===== config.mk =====
export PLATFORM = sky130hd
export DESIGN_NAME = seq_divider
export DESIGN_NICKNAME = d
export VERILOG_FILES = /design/src/rtl/seq_div_pkg.sv /design/src/rtl/div_step.sv /design/src/rtl/seq_divider.sv
export SDC_FILE = /design/constraint.sdc
export NUM_CORES = 1
export LEC_CHECK = 0
export BUFFER_PORTS_ARGS = -buffer_cell sky130_fd_sc_hd__buf_4
export CORE_MARGIN = 1.5
export CORE_UTILIZATION = 35
export CTS_BUF_LIST = sky130_fd_sc_hd__clkbuf_8
export DETAILED_ROUTE_END_ITERATION = 8
export SYNTH_ARGS = -nofsm -noshare
export SYNTH_HDL_FRONTEND = slang
export SYNTH_SLANG_ARGS = --single-unit

===== constraint.sdc =====
create_clock -name clk -period 1.9 [get_ports clk]
set_clock_uncertainty 0.05 [all_clocks]
set_input_delay 0 -clock clk [delete_from_list [all_inputs] [get_ports clk]]
set_output_delay 0 -clock clk [all_outputs]
set_load 0.05 [all_outputs]

===== src/rtl/seq_div_pkg.sv =====
// Shared definitions for the sequential restoring divider: FSM state encodings
// and the supported operand width range.
package seq_div_pkg;

  localparam int WIDTH_MIN = 2;
  localparam int WIDTH_MAX = 32;

  typedef enum logic [1:0] {
    S_IDLE = 2'd0,
    S_CALC = 2'd1,
    S_FIX  = 2'd2,
    S_DONE = 2'd3
  } state_e;

endpackage


===== src/rtl/div_step.sv =====
// One restoring-division iteration: shift {rem,qu} left, then trial-subtract the divisor.
// Purely combinational; the caller registers the outputs every CALC cycle.
module div_step #(
  parameter int WIDTH = 8
) (
  input  logic [WIDTH:0]   rem_in,
  input  logic [WIDTH-1:0] qu_in,
  input  logic [WIDTH-1:0] dvs,
  output logic [WIDTH:0]   rem_out,
  output logic [WIDTH-1:0] qu_out
);

  logic [WIDTH:0] shifted;
  logic [WIDTH:0] dvs_ext;
  logic [WIDTH:0] diff;
  logic           ge;

  always_comb begin
    shifted = {rem_in[WIDTH-1:0], qu_in[WIDTH-1]};
    dvs_ext = {1'b0, dvs};
    diff    = shifted - dvs_ext;
    // The partial remainder stays below the divisor, so its top bit is zero in practice;
    // folding it into the compare keeps the step correct for any input.
    ge      = rem_in[WIDTH] | (shifted >= dvs_ext);
    rem_out = ge ? diff : shifted;
    qu_out  = {qu_in[WIDTH-2:0], ge};
  end

endmodule


===== src/rtl/seq_divider.sv =====
// Signed/unsigned restoring divider, one quotient bit per cycle; done pulses WIDTH+3 cycles after accept (2 for /0).
// No queuing: start is only honoured in IDLE with no done pulse pending, otherwise it is dropped.
module seq_divider
  import seq_div_pkg::*;
#(
  parameter int WIDTH = 8
) (
  input  logic             clk,
  input  logic             rst,
  input  logic             start,
  input  logic             sgn,
  input  logic [WIDTH-1:0] dividend,
  input  logic [WIDTH-1:0] divisor,
  output logic             busy,
  output logic             done,
  output logic             dbz,
  output logic [WIDTH-1:0] quotient,
  output logic [WIDTH-1:0] remainder
);

  localparam int CW = $clog2(WIDTH + 1);
  localparam logic [CW-1:0] LAST_STEP = CW'(WIDTH - 1);

  if (WIDTH < WIDTH_MIN || WIDTH > WIDTH_MAX) begin : g_width_check
    $error("seq_divider: WIDTH out of supported range");
  end

  state_e           state_q, state_d;
  logic [CW-1:0]    count_q, count_d;
  logic [WIDTH:0]   prem_q, prem_d;
  logic [WIDTH-1:0] qu_q, qu_d;
  logic [WIDTH-1:0] dvs_q, dvs_d;
  logic             neg_quo_q, neg_quo_d;
  logic             neg_rem_q, neg_rem_d;
  logic [WIDTH-1:0] quotient_q, quotient_d;
  logic [WIDTH-1:0] remainder_q, remainder_d;
  logic             dbz_q, dbz_d;
  logic             done_q, done_d;

  logic [WIDTH-1:0] dvd_mag, dvs_mag;
  logic [WIDTH:0]   step_rem;
  logic [WIDTH-1:0] step_qu;

  div_step #(.WIDTH(WIDTH)) u_step (
    .rem_in  (prem_q),
    .qu_in   (qu_q),
    .dvs     (dvs_q),
    .rem_out (step_rem),
    .qu_out  (step_qu)
  );

  always_comb begin
    dvd_mag     = (sgn && dividend[WIDTH-1]) ? WIDTH'(0) - dividend : dividend;
    dvs_mag     = (sgn && divisor[WIDTH-1])  ? WIDTH'(0) - divisor  : divisor;

    state_d     = state_q;
    count_d     = count_q;
    prem_d      = prem_q;
    qu_d        = qu_q;
    dvs_d       = dvs_q;
    neg_quo_d   = neg_quo_q;
    neg_rem_d   = neg_rem_q;
    quotient_d  = quotient_q;
    remainder_d = remainder_q;
    dbz_d       = dbz_q;
    done_d      = 1'b0;

    unique case (state_q)
      S_IDLE: begin
        // done_q marks the pulse cycle, during which a new request must be ignored
        if (start && !done_q) begin
          if (divisor == '0) begin
            quotient_d  = '1;
            remainder_d = dividend;
            dbz_d       = 1'b1;
            state_d     = S_DONE;
          end else begin
            prem_d    = '0;
            qu_d      = dvd_mag;
            dvs_d     = dvs_mag;
            neg_quo_d = sgn & (dividend[WIDTH-1] ^ divisor[WIDTH-1]);
            neg_rem_d = sgn & dividend[WIDTH-1];
            count_d   = '0;
            state_d   = S_CALC;
          end
        end
      end
      S_CALC: begin
        prem_d  = step_rem;
        qu_d    = step_qu;
        count_d = count_q + 1'b1;
        if (count_q == LAST_STEP) state_d = S_FIX;
      end
      S_FIX: begin
        quotient_d  = neg_quo_q ? WIDTH'(0) - qu_q : qu_q;
        remainder_d = neg_rem_q ? WIDTH'(0) - prem_q[WIDTH-1:0] : prem_q[WIDTH-1:0];
        dbz_d       = 1'b0;
        state_d     = S_DONE;
      end
      S_DONE: begin
        done_d  = 1'b1;
        state_d = S_IDLE;
      end
      default: state_d = S_IDLE;
    endcase
  end

  always_ff @(posedge clk) begin
    if (rst) begin
      state_q     <= S_IDLE;
      count_q     <= '0;
      prem_q      <= '0;
      qu_q        <= '0;
      dvs_q       <= '0;
      neg_quo_q   <= 1'b0;
      neg_rem_q   <= 1'b0;
      quotient_q  <= '0;
      remainder_q <= '0;
      dbz_q       <= 1'b0;
      done_q      <= 1'b0;
    end else begin
      state_q     <= state_d;
      count_q     <= count_d;
      prem_q      <= prem_d;
      qu_q        <= qu_d;
      dvs_q       <= dvs_d;
      neg_quo_q   <= neg_quo_d;
      neg_rem_q   <= neg_rem_d;
      quotient_q  <= quotient_d;
      remainder_q <= remainder_d;
      dbz_q       <= dbz_d;
      done_q      <= done_d;
    end
  end

  assign busy      = (state_q == S_CALC) || (state_q == S_FIX);
  assign done      = done_q;
  assign dbz       = dbz_q;
  assign quotient  = quotient_q;
  assign remainder = remainder_q;

endmodule


### Word-level counts from Yosys, hierarchy flattened

Index checks and enable logic that the tools add are counted.

* memories kept: 0
* input port bits: 20
* ROM bits: 0
* memory bits (writable): 0
* register bits after elaboration: 51
* latch bits: 0
* output and inout bits: 19
* logic and storage cells: 72

* reduce and logical (&&, ||, !) cells: 13
* $mul: 0
* equal/unequal tests: 8
* magnitude comparators: 1
* bitwise logic cells: 5
* shift-type cells: 0
* div/mod/pow operators: 0
* mux-type cells: 28
* add/sub/neg operators: 6

Operator list (count)
* $mux 8: 10
* $pmux 8 s2: 3
* $sub 1x8->8 const A: 4
* $mux 9: 3
* $pmux 9 s2: 1
* $ge 9x8->1: 1
* $reduce_and 3->1: 3
* $sub 9x8->9: 1
* $logic_not 8->1: 1
* $mux 4: 2
* $ne 2x2->1 const B: 4
* $pmux 2 s4: 1
* $pmux 4 s2: 1
* $mux 2: 3
* $add 4x1->4 const B: 1
* $eq 2x2->1 const B: 2
* $eq 4x3->1 const B: 1
* $reduce_bool 2->1: 2
* $logic_and 1x1->1: 3
* $mux 1: 3
* $and 1x1->1: 2
* $eq 2x1->1 const B: 1
* $logic_not 2->1: 1
* $pmux 1 s2: 1
* other kinds (6): 6

### Depth between registers and ports, before layout

Gate-level depths: netlist of the first run.

* depth in word-level cells: 5
* mapped depth: 10
* mapped depth without buffers: 9

### Hierarchy

From an unflattened synthesis of the first run, not the netlist that was laid out.

* cells, all modules: 431
* area total of the unflattened synthesis: 3413.3 µm²

By module, submodules not included
* seq_divider: instances 1, cells each 348, area each 2825.2 µm²
* div_step: instances 1, cells each 83, area each 588.1 µm²

### Worst setup path after synthesis of the first run

OpenSTA, ideal clock, no wires.

* path kind: register -> register
* start point: register prem_q[3]
* end point: register prem_q[0]
* path buffers: 1
* path slack: -19 ps
* data arrival time: 1752 ps
* stages on the path, launching flop included: 8
* data required time: 1733 ps
* path through: dfxtp_1 > ha_1 > buf_2 > a21oi_1 > nand2_1 > o211ai_1 > nand3_1 > a32o_1

* cells in the longest elaborated chain, start to end: 4

Ends and longest elaborated chain
* from (decl): RTL line seq_divider.sv:30 `logic [WIDTH:0] prem_q, prem_d;`
* from (signal assigned): RTL line seq_divider.sv:124 `prem_q <= prem_d;`
* $ge 9x8->1: RTL line div_step.sv:24 `ge = rem_in[WIDTH] | (shifted >= dvs_ext);`
* $or 1x1->1: RTL line div_step.sv:24
* $mux 9: RTL line div_step.sv:25 `rem_out = ge ? diff : shifted;`
* $pmux 9 s2: RTL line seq_divider.sv:68 `unique case (state_q)`

No other way between the ends.
A chain may end at the register's enable or synchronous reset.

### Final worst setup path of the first run

* start point: register prem_q[3]
* end point: register remainder_q[5], in the netlist remainder[5]

* cells in the longest elaborated chain, start to end: 3

Ends and longest elaborated chain
* $sub 1x8->8: RTL line seq_divider.sv:96 `remainder_d = neg_rem_q ? WIDTH'(0) - prem_q[WIDTH-1:0] : prem_q[WIDTH-1:0];`
* $mux 8: RTL line seq_divider.sv:96
* $pmux 8 s2: RTL line seq_divider.sv:68
* to (signal assigned): RTL line seq_divider.sv:130 `remainder_q <= remainder_d;`
* to (decl): RTL line seq_divider.sv:36 `logic [WIDTH-1:0] remainder_q, remainder_d;`

No other way between the ends.

==> results of run 1 <==
==> flip-flops by register name (all words and copies together), names as in the netlist, 2 cells and up <==
register and cells:
count_q 4, state_q 2, qu_q 8, dvs_q 8
remainder 8, prem_q 9, quotient 8
==> worst max-delay path, cell delays in order, from the launching register on <==
cell and delay (ps):
dfxtp_2 360, buf_4 160, or3_2 450, o31ai_2 220, xor2_1 120, a211o_1 320, a21oi_2 130
==> cell families after synthesis <==
kind of cell	Yosys count
XOR/XNOR	25
AND/OR/NAND/NOR	135
AO/OA/AOI/OAI	121
buffers and inverters	52
multiplexers	5
adder cells (fa/ha/maj)	19
flip-flops	51
==> worst min path at each step <==
stage,end,slack [ps],cells past startpoint,from
6_report,remainder[3]$_SDFFE_PP0P_,30,3,dividend[3]
5_1_grt,remainder[0]$_SDFFE_PP0P_,30,3,dividend[0]
4_1_cts,remainder[3]$_SDFFE_PP0P_,20,3,dividend[3]
3_5_place_dp,prem_q[8]$_SDFFE_PP0P_,160,2,rst
3_3_place_gp,prem_q[8]$_SDFFE_PP0P_,160,2,rst
2_1_floorplan,dvs_q[0]$_SDFFE_PP0P_,90,2,divisor[0]
==> layout make-up <==
| type | instances | share of cell area |
|---|---|---|
| clock inverters | 1 | 0.001139 |
| repair buffers | 90 | 0.1712 |
| flip-flops and latches | 51 | 0.2341 |
| multi-input cells | 305 | 0.5158 |
| inverters | 26 | 0.02222 |
| clock buffers | 6 | 0.01880 |
| well taps | 129 | 0.03674 |
==> cells in the final DEF, fill, tap and decap left out, types with 3 or more instances in the layout <==
master,n
a21oi_2,4
xor2_1,15
dfxtp_1,45
mux2i_1,5
a21o_1,3
xnor2_1,10
dlygate4sd3_1,11
clkbuf_8,6
nand4_1,8
buf_4,73
nand2b_1,6
a211o_1,5
ha_4,5
o21ai_0,11
o211ai_1,14
o31ai_1,4
a21oi_1,26
buf_12,3
nor3_1,3
a211oi_1,8
a311oi_1,12
nor2b_1,4
nand2_1,40
buf_6,3
inv_1,26
nor2_1,39
a31oi_1,5
dfxtp_2,6
ha_1,12
nand3_1,12
==> stage by stage <==
stage / instance area (sq um) / hold WS, ps / power (mW) / cells / utilization
final: 4393 / 28.99 / 6.726 / 608 / 0.4754
after detailed placement: 3965 / 162.0 / 5.472 / 586 / 0.4291
after global placement: 3965 / 159.8 / 5.418 / 586 / 0.4291
after CTS: 4188 / 24.18 / 6.210 / 605 / 0.4532
after floorplan: 3336 / 85.97 / 4.246 / 408 / -
after global routing: 4393 / 33.26 / 7.273 / 608 / 0.4754
==> repair_timing <==
action                     in CTS  in global routing
hold buffers                   11                  0
resized for setup               7                 38
hold endpoints to repair       11                  0
pin swaps                       7                 11
setup endpoints to repair       6                 33
buffers inserted                1                  3
==> power breakdown <==
part	internal [mW]	switching, mW
Combinational	2.03	2.47
Sequential	1.34	0.240
Clock	0.287	0.358
==> routing by layer <==
| metal | global-route usage | vias to the layer above | share of wire |
|---|---|---|---|
| met5 | 0 | - | 0 |
| met1 | 0.2368 | 1462 | 0.50 |
| met4 | 0.03575 | 0 | 0.0077 |
| li1 | - | 1617 | - |
| met3 | 0.02150 | 7 | 0.031 |
| met2 | 0.2723 | 58 | 0.46 |
==> metrics.md, run 1 <==
| Metric | Value |
|---|---|
| MaxCap Viol Count | `0` |
| Antenna-violating nets left | `0` |
| Crit. Startpoint | `prem_q[3]$_SDFFE_PP0P_` |
| Slew Limit Fails | `0` |
| Routability congestion estimate | `0.8174` |
| TritonCTS buffer count | `5` |
| Synth Area in Compound Gates | `0.2694` |
| Num Clock Sinks | `51` |
| DP Wirelength | `6349 microns` |
| RSZ-0062 raised after global routing | `true` |
| Proportion of synthesized area in mux cells | `0.01501` |
| Fillers | `907` |
| Initial antenna violation count | `0` |
| Vias in the first global route | `2983` |
| Largest family of logic cells by synthesized area | `compound AO/OA/AOI/OAI gates` |
| Outcome | `finished clean` |
| Measured slew at the worst slew-check pin | `453.6 ps` |
| Max H-tree Level | `2` |
| Flops & latches, synth | `51` |
| Root buf cell | `clkbuf_8` |
| Power Dens Cells | `1531 mW/mm^2` |
| I/O pins | `39` |
| Post-Syn Nets | `447` |
| Number of placement rows | `35` |
| Period utilization | `0.9781` |
| CTS tree | `built` |
| RR Endpoint | `remainder[5]$_SDFFE_PP0P_` |
| Placement Setup Slack | `-38.96 ps` |
| Synthesized netlist cell count | `408` |
| Slew Limit Headroom | `0.6976` |
| Top-count cell post-synth | `dfxtp_1` |
| Syn Area/Cell | `8.173 sq um` |
| Clock Latency Late Sink | `310 ps` |
| Overall Global Routing Usage | `0.1675` |
| Nets | `518` |
| Worst reg2reg path depth | `6` |
| Antenna Cells | `0` |
| Final hold violation count | `0` |
| Leakage power figure | `1.705 nW` |
| Synth async-reset ratio | `0` |
| PortBufs | `38` |
| Mean routed wirelength per cell | `13.81 microns` |
| Initial DRC count | `136` |
| Crit path max fanout | `5` |
| Share of layout cells above drive strength 1 | `0.2797` |
| First-pass GRT wire length | `13870 microns` |
| Residual DRC | `0` |
| Routed wire length | `8397 microns` |
| Core area | `0.009240 sq mm` |
| Area of the multi-input gates | `0.002266 sq mm` |
| Starting density of the core | `0.3609` |
| YS warnings | `0` |
| Gr ovfl total | `0` |
| Detailed-route vias per instance | `5.171` |
| Setup TNS Final | `0 ps` |
| Hold/Removal Path Class | `in2reg` |
| Main area contributors after synthesis | `dfxtp_1 31%, ha_1 6.8%, nand2_1 4.6%, nor2_1 4.5%, a21oi_1 4.4%` |
| Cell taking the most area after synthesis | `dfxtp_1` |
| Largest net degree at the start of global routing | `43` |
| Synth unique cells | `62` |
| Sequential-to-total area share from yosys stat | `0.3062` |
| Crit path DAT | `2060 ps` |
| # setup viols final | `0` |
| Synth cell count leaders | `51 x dfxtp_1, 41 x nand2_1, 40 x nor2_1, 29 x a21oi_1, 26 x inv_1` |
| Post-synth EDFFs | `0` |
| Via count | `3144` |
| XOR/XNOR share of the synthesized area | `0.06567` |
| Clock-pin slew of the registers on the worst-case setup and hold paths | `90 ps` |
| Synth Area in Adders | `0.07355` |
| CP Launch Type | `flip-flop` |
| Clk buf depth | `2` |
| Worst R2R Start | `prem_q[3]$_SDFFE_PP0P_` |
| Min Clock Period, post-route | `1858 ps` |
| Simple-Gate Fraction of Synth Area | `0.2011` |
| Post-synth top flop | `dfxtp_1` |
| End of the critical path | `remainder[5]$_SDFFE_PP0P_` |
| Die ar. | `0.01012 sq mm` |
| Fmax | `538.1 MHz` |
| Top-area cell type share of the netlist area | `0.3062` |
| Reg2reg setup slack | `40 ps` |
| Final WS setup | `41.69 ps` |
| DR pass1 iterations | `4` |
| Crit Path Class | `reg2reg` |
| Critical path required time | `2100 ps` |
| Mapped cell area | `0.003334 sq mm` |
| Crit path capture type | `flip-flop` |
| Die height | `100.6 microns` |
| Max VDD drop | `0.0007062 V` |
| Chip width | `100.6 microns` |
| Seq. cell area | `0.001028 sq mm` |
| P&R area growth vs syn | `31.74%` |
(Power assumes the default switching activity.)
==> run 2, diff against run 1 <==
--- a/config.mk
+++ b/config.mk
@@ -10,6 +10,7 @@
 export CORE_UTILIZATION = 35
 export CTS_BUF_LIST = sky130_fd_sc_hd__clkbuf_8
 export DETAILED_ROUTE_END_ITERATION = 8
+export SETUP_SLACK_MARGIN = 0.3
 export SYNTH_ARGS = -nofsm -noshare
 export SYNTH_HDL_FRONTEND = slang
 export SYNTH_SLANG_ARGS = --single-unit
==> constraint.sdc (replaced) <==
create_clock -name clk -period 1.9 [get_ports clk]
set_clock_uncertainty 0.05 [all_clocks]
set_input_delay 0.19 -clock clk [delete_from_list [all_inputs] [get_ports clk]]
set_output_delay 0.19 -clock clk [all_outputs]
set_load 0.05 [all_outputs]
==> run 2 against run 1 <==
Net effect:
- global-route usage increased by 1.4 points
- wire length increased by 18%
- clock power increased by 26%
- first-iteration DRC count increased by 38%
- via count increased by 7.6%
- critical path type unchanged
- largest cell class unchanged
==> metrics.md, run 2 (synthesis gave the netlist of run 1 again) <==
| Metric | Value |
|---|---|
| Outcome | `finished clean` |
| Clk buf depth | `2 (unchanged)` |
| DP Wirelength | `6355 microns (about the same)` |
| Via count | `3384 (+7.6%)` |
| Gr ovfl total | `0 (unchanged)` |
| CTS tree | `built` |
| First-pass GRT wire length | `14680 microns (+5.9%)` |
| Die ar. | `0.01012 sq mm (unchanged)` |
| Crit path max fanout | `7 (+2)` |
| TritonCTS buffer count | `5 (unchanged)` |
| Min Clock Period, post-route | `1831 ps (-26.90 ps)` |
| Slew Limit Headroom | `0.6148 (-0.08278)` |
| Mean routed wirelength per cell | `15.95 microns (+16%)` |
| Residual DRC | `0 (unchanged)` |
| Max VDD drop | `0.0007302 V (+3.4%)` |
| Initial antenna violation count | `0 (unchanged)` |
| Worst R2R Start | `prem_q[3]$_SDFFE_PP0P_` |
| Biggest register | `prem_q` |
| Crit path DAT | `2010 ps (-50 ps)` |
| Placement Setup Slack | `-40.71 ps (-1.755 ps)` |
| PortBufs | `38 (unchanged)` |
| Antenna Cells | `0 (unchanged)` |
| Period utilization | `0.9639 (-0.01416)` |
| Vias in the first global route | `3008 (+0.84%)` |
| Slew Limit Fails | `0 (unchanged)` |
| Placed cells | `572 (-2.4%)` |
| Antenna-violating nets left | `0 (unchanged)` |
| Final hold violation count | `0 (unchanged)` |
| Power Dens Cells | `1611 mW/mm^2 (+5.2%)` |
| Finished Layout Cells | `621 (+2.1%)` |
| DR pass1 iterations | `5 (+1)` |
| Fillers | `824 (-9.2%)` |
| Setup TNS Final | `0 ps (unchanged)` |
| Overall Global Routing Usage | `0.1817 (+0.01420)` |
| P&R area growth vs syn | `48.71%` |
| Max H-tree Level | `2 (unchanged)` |
| Detailed-route vias per instance | `5.449 (+5.4%)` |
| Crit Path Class | `reg2reg` |
| MaxCap Viol Count | `0 (unchanged)` |
| # hold bufs at CTS | `0 (-11)` |
| Routed wire length | `9906 microns (+18%)` |
| Starting density of the core | `0.3609 (unchanged)` |
| Share of layout cells above drive strength 1 | `0.4533 (+0.1735)` |
| Num Clock Sinks | `51 (unchanged)` |
| Max FFs per register | `9 (unchanged)` |
| Clock Latency Late Sink | `310 ps (about the same)` |
| # setup viols final | `0 (unchanged)` |
| RSZ-0062 raised after global routing | `true` |
| Critical path required time | `2080 ps (-20 ps)` |
| Fmax | `546.0 MHz (+1.5%)` |
| Chip width | `100.6 microns (unchanged)` |
| Core area | `0.009240 sq mm (unchanged)` |
| Clock-pin slew of the registers on the worst-case setup and hold paths | `110 ps (+20 ps)` |
| Nets | `530 (+2.3%)` |
| Crit. Startpoint | `prem_q[3]$_SDFFE_PP0P_` |
| Largest net degree at the start of global routing | `39 (-9.3%)` |
| Most common cell after layout, fill and taps aside | `buf_4` |
| Most frequent cells in the layout | `80 x buf_4, 37 x nand2_1, 34 x dfxtp_1` |
| CP Launch Type | `flip-flop` |
| Crit path capture type | `flip-flop` |
| Leakage power figure | `1.877 nW (+10%)` |
| Routability congestion estimate | `0.9468 (+16%)` |
| Number of placement rows | `35 (unchanged)` |
| Hold_ws | `71.08 ps (+42.09 ps)` |
| Hold/Removal Path Class | `in2reg` |
| I/O pins | `39 (unchanged)` |
| Final WS setup | `68.60 ps (+26.90 ps)` |
| Initial DRC count | `188 (+38%)` |
| Hold_sp | `rst` |
| Root buf cell | `clkbuf_8` |
| Die height | `100.6 microns (unchanged)` |
| Measured slew at the worst slew-check pin | `575.7 ps (+122.0 ps)` |
-- run 2: per-stage QoR --
stage	instance area [sq um]	utilization	power [mW]
CTS	4388	0.4749	7.030
detailed placement	3979	0.4306	5.489
global placement	3979	0.4306	5.401
finish	4959	0.5366	7.988
global route	4959	0.5366	8.509
floorplan	3500	-	4.566
-- run 2: final timing paths --
path,end,slack [ps],cells past startpoint
worst max-delay path,prem_q[5]$_SDFFE_PP0P_,70,6
worst min-delay path,qu_q[0]$_SDFFE_PP0P_,70,2
worst max register to register,prem_q[5]$_SDFFE_PP0P_,70,6
worst min register to register,remainder[4]$_SDFFE_PP0P_,410,2
-- run 2: per-layer routing --
layer,share of wire,wire length [microns],GRT usage,up-vias
li1,-,-,-,1648
met1,0.46,4544,0.2452,1602
met2,0.48,4743,0.3025,114
met3,0.048,478,0.02566,20
met4,0.014,139,0.04984,0
met5,0,0,0,-
-- run 2: area by class of cell --
type | instances | area [sq um] | area share
clock buffer | 5 | 68.82 | 0.01388
clock inverter | 3 | 47.55 | 0.009589
inverter | 26 | 115.1 | 0.02321
multi-input combinational | 308 | 2636 | 0.5317
sequential | 51 | 1057 | 0.2132
tap | 129 | 161.4 | 0.03255
timing repair buffer | 99 | 872.1 | 0.1759
-- run 2: timing repair --
| action | CTS | global route |
|---|---|---|
| cloned | 1 | 5 |
| pin swaps | 24 | 55 |
| endpoints found under the setup margin | 35 | 46 |
| gates resized for setup | 48 | 79 |
| buffers inserted | 13 | 22 |
-- run 2: where the power goes --
| part | internal, mW | switching, mW |
|---|---|---|
| clock network | 0.400 | 0.413 |
| registers | 1.37 | 0.301 |
| logic | 2.55 | 2.96 |
| total | 4.32 | 3.67 |
-- run 2: worst max-delay path, cell delays in order (launching register included) --
cell and delay [ps]:
dfxtp_4 390, ha_4 320, nand4_1 250, o21ai_4 320, buf_6 150, o211ai_1 90, o211ai_1 170
==> run 3, diff against run 2 <==
--- a/config.mk
+++ b/config.mk
@@ -5,11 +5,12 @@
 export SDC_FILE = /design/constraint.sdc
 export NUM_CORES = 1
 export LEC_CHECK = 0
-export BUFFER_PORTS_ARGS = -buffer_cell sky130_fd_sc_hd__buf_4
 export CORE_MARGIN = 1.5
-export CORE_UTILIZATION = 35
+export CORE_UTILIZATION = 65
 export CTS_BUF_LIST = sky130_fd_sc_hd__clkbuf_8
 export DETAILED_ROUTE_END_ITERATION = 8
+export DONT_BUFFER_PORTS = 1
+export PLACE_DENSITY = 0.81
 export SETUP_SLACK_MARGIN = 0.3
 export SYNTH_ARGS = -nofsm -noshare
 export SYNTH_HDL_FRONTEND = slang
==> constraint.sdc (replaced) <==
create_clock -name clk -period 2.2 [get_ports clk]
set_clock_uncertainty 0.05 [all_clocks]
set_input_delay 0.22 -clock clk [delete_from_list [all_inputs] [get_ports clk]]
set_output_delay 0.22 -clock clk [all_outputs]
set_load 0.05 [all_outputs]
==> run 3 against run 2 <==
Net effect:
- final cell count fell by 20%
- utilization increased by 28 points
- wire length down 9.5%
- maximum frequency fell by 6.5%
- cell area shrank 21%
- register-to-register slack better by 170 ps
- combinational power shrank 32%
- global-route usage is 11 points higher
- clock power fell by 15%
- sequential share of layout area rose by 5.1 points
==> metrics.md, run 3 (synthesis gave the netlist of run 1 again) <==
| Metric | Value |
|---|---|
| P&R area growth vs syn | `18.20%` |
| Reg2reg setup slack | `240 ps (+170 ps)` |
| Worst hold path depth | `2 (unchanged)` |
| Number of placement rows | `25 (-29%)` |
| Initial antenna violation count | `0 (unchanged)` |
| Vias in the first global route | `2654 (-12%)` |
| Largest net degree at the start of global routing | `44 (+13%)` |
| Leakage power figure | `1.457 nW (-22%)` |
| Slew Limit Headroom | `0.6531 (+0.03835)` |
| First-pass GRT wire length | `12640 microns (-14%)` |
| Core area | `0.004817 sq mm (-48%)` |
| Chip width | `74.63 microns (-26%)` |
| Gr ovfl total | `0 (unchanged)` |
| Measured slew at the worst slew-check pin | `519.6 ps (-56.11 ps)` |
| CTS tree | `built` |
| Critical path required time | `2400 ps (+320 ps)` |
| I/O pins | `39 (unchanged)` |
| CP Launch Type | `flip-flop` |
| Via count | `3164 (-6.5%)` |
| Crit path max fanout | `3 (-4)` |
| Residual DRC | `0 (unchanged)` |
| Fmax | `510.7 MHz (-6.5%)` |
| Clk buf depth | `2 (unchanged)` |
| Max FFs per register | `9 (unchanged)` |
| Crit Path Class | `reg2reg` |
| Num Clock Sinks | `51 (unchanged)` |
| Share of layout cells above drive strength 1 | `0.2295 (-0.2237)` |
| Starting density of the core | `0.6922 (+0.3313)` |
| Initial DRC count | `247 (+31%)` |
| Crit path DAT | `2150 ps (+140 ps)` |
| Min Clock Period, post-route | `1958 ps (+126.7 ps)` |
| RSZ-0062 raised after global routing | `true` |
| Most frequent cells in the layout | `40 x dfxtp_1, 39 x nor2_1, 38 x nand2_1` |
| # setup viols final | `0 (unchanged)` |
| Die height | `74.63 microns (-26%)` |
| Clock Latency Late Sink | `320 ps (about the same)` |
| Max H-tree Level | `2 (unchanged)` |
| Power Dens Cells | `1528 mW/mm^2 (-5.2%)` |
| Setup TNS Final | `0 ps (unchanged)` |
| Most common cell after layout, fill and taps aside | `dfxtp_1` |
| Hold_ws | `8.078 ps (-63.00 ps)` |
| Routed wire length | `8966 microns (-9.5%)` |
| DP Wirelength | `5739 microns (-9.7%)` |
| Overall Global Routing Usage | `0.2964 (+0.1147)` |
| Nets | `465 (-12%)` |
| Mean routed wirelength per cell | `18.15 microns (+14%)` |
| Fillers | `333 (-60%)` |
| Biggest register | `prem_q` |
| PortBufs | `0 (-100%)` |
| Outcome | `finished clean` |
| Root buf cell | `clkbuf_8` |
| Worst reg2reg path depth | `9 (+3)` |
| Antenna Cells | `0 (unchanged)` |
| Hold/Removal Path Class | `in2reg` |
| Period utilization | `0.8901 (-0.07384)` |
| TritonCTS buffer count | `5 (unchanged)` |
| MaxCap Viol Count | `0 (unchanged)` |
| Slew Limit Fails | `0 (unchanged)` |
| Detailed-route vias per instance | `6.405 (+18%)` |
| Die ar. | `0.005569 sq mm (-45%)` |
| Antenna-violating nets left | `0 (unchanged)` |
| Final Util | `0.8182 (+0.2816)` |
| Clock-pin slew of the registers on the worst-case setup and hold paths | `110 ps (about the same)` |
| Crit path capture type | `flip-flop` |
| Max VDD drop | `0.0009975 V (+37%)` |
| DR pass1 iterations | `5 (unchanged)` |
| Routability congestion estimate | `0.8982 (-5.1%)` |
| Final hold violation count | `0 (unchanged)` |
==> run 3: cell count changes in the layout (fill, tap and decap cells not counted), sizes merged <==
cell	before	now
o211a	2	1
buf	97	34
a31o	2	1
clkbuf	7	5
dlygate4sd3	0	2
==> run 3: area by class of cell <==
type | instances | area, sq um | area share
Timing Repair Buffer | 36 | 302.8 | 0.07683
Clock buffer | 5 | 68.82 | 0.01746
Inverter | 26 | 100.1 | 0.02540
Clock inverter | 3 | 47.55 | 0.01206
Tap cell | 67 | 83.83 | 0.02127
Multi-Input combinational cell | 306 | 2298 | 0.5832
Sequential cell | 51 | 1040 | 0.2638
==> run 3: stage by stage <==
step	setup WS [ps]	area [sq um]	std cells	power [mW]
floorplan	301.1	3336	408	3.667
global placement	211.1	3392	463	4.110
global route	176.4	3941	494	6.381
finish	241.9	3941	494	6.021
CTS	239.0	3600	474	5.034
detailed placement	160.2	3392	463	4.190
==> run 3: timing repair <==
action	CTS	global route
gates resized for setup	11	49
buffers inserted	0	19
pin swaps	3	24
hold buffers	3	0
endpoints found under the setup margin	13	23
endpoints found under the hold margin	43	0
gates cloned	0	1
==> run 3: worst max-delay path, stage by stage, from the launching register on <==
cell and delay, ps:
dfxtp_2 350, inv_4 70, ha_4 140, inv_2 40, fa_2 360, nand3_2 100
nand2_2 80, o41ai_2 350, o22ai_1 150, o211ai_1 200
==> run 3: worst paths after layout <==
check | from | endpoint
worst max register to register | qu_q[7]$_SDFFE_PP0P_ | prem_q[6]$_SDFFE_PP0P_
worst max-delay path | qu_q[7]$_SDFFE_PP0P_ | prem_q[6]$_SDFFE_PP0P_
worst min-delay path | divisor[1] | dvs_q[1]$_SDFFE_PP0P_
worst min register to register | dvs_q[7]$_SDFFE_PP0P_ | dvs_q[7]$_SDFFE_PP0P_
==> run 3: routing by layer <==
metal  vias to the layer above  global-route usage  part of all wire
li1                       1509                   -                 -
met1                      1489              0.4098              0.42
met2                       140              0.4673              0.48
met3                        26             0.06560             0.074
met4                         0             0.08687             0.022
met5                         -                   0                 0
==> run 3: where the power goes <==
group / internal [mW] / leakage (nW) / switching (mW)
registers: 1.17 / 0.421 / 0.425
logic: 1.64 / 0.977 / 2.10
clock network: 0.345 / 0.0587 / 0.348
total: 3.15 / 1.46 / 2.87
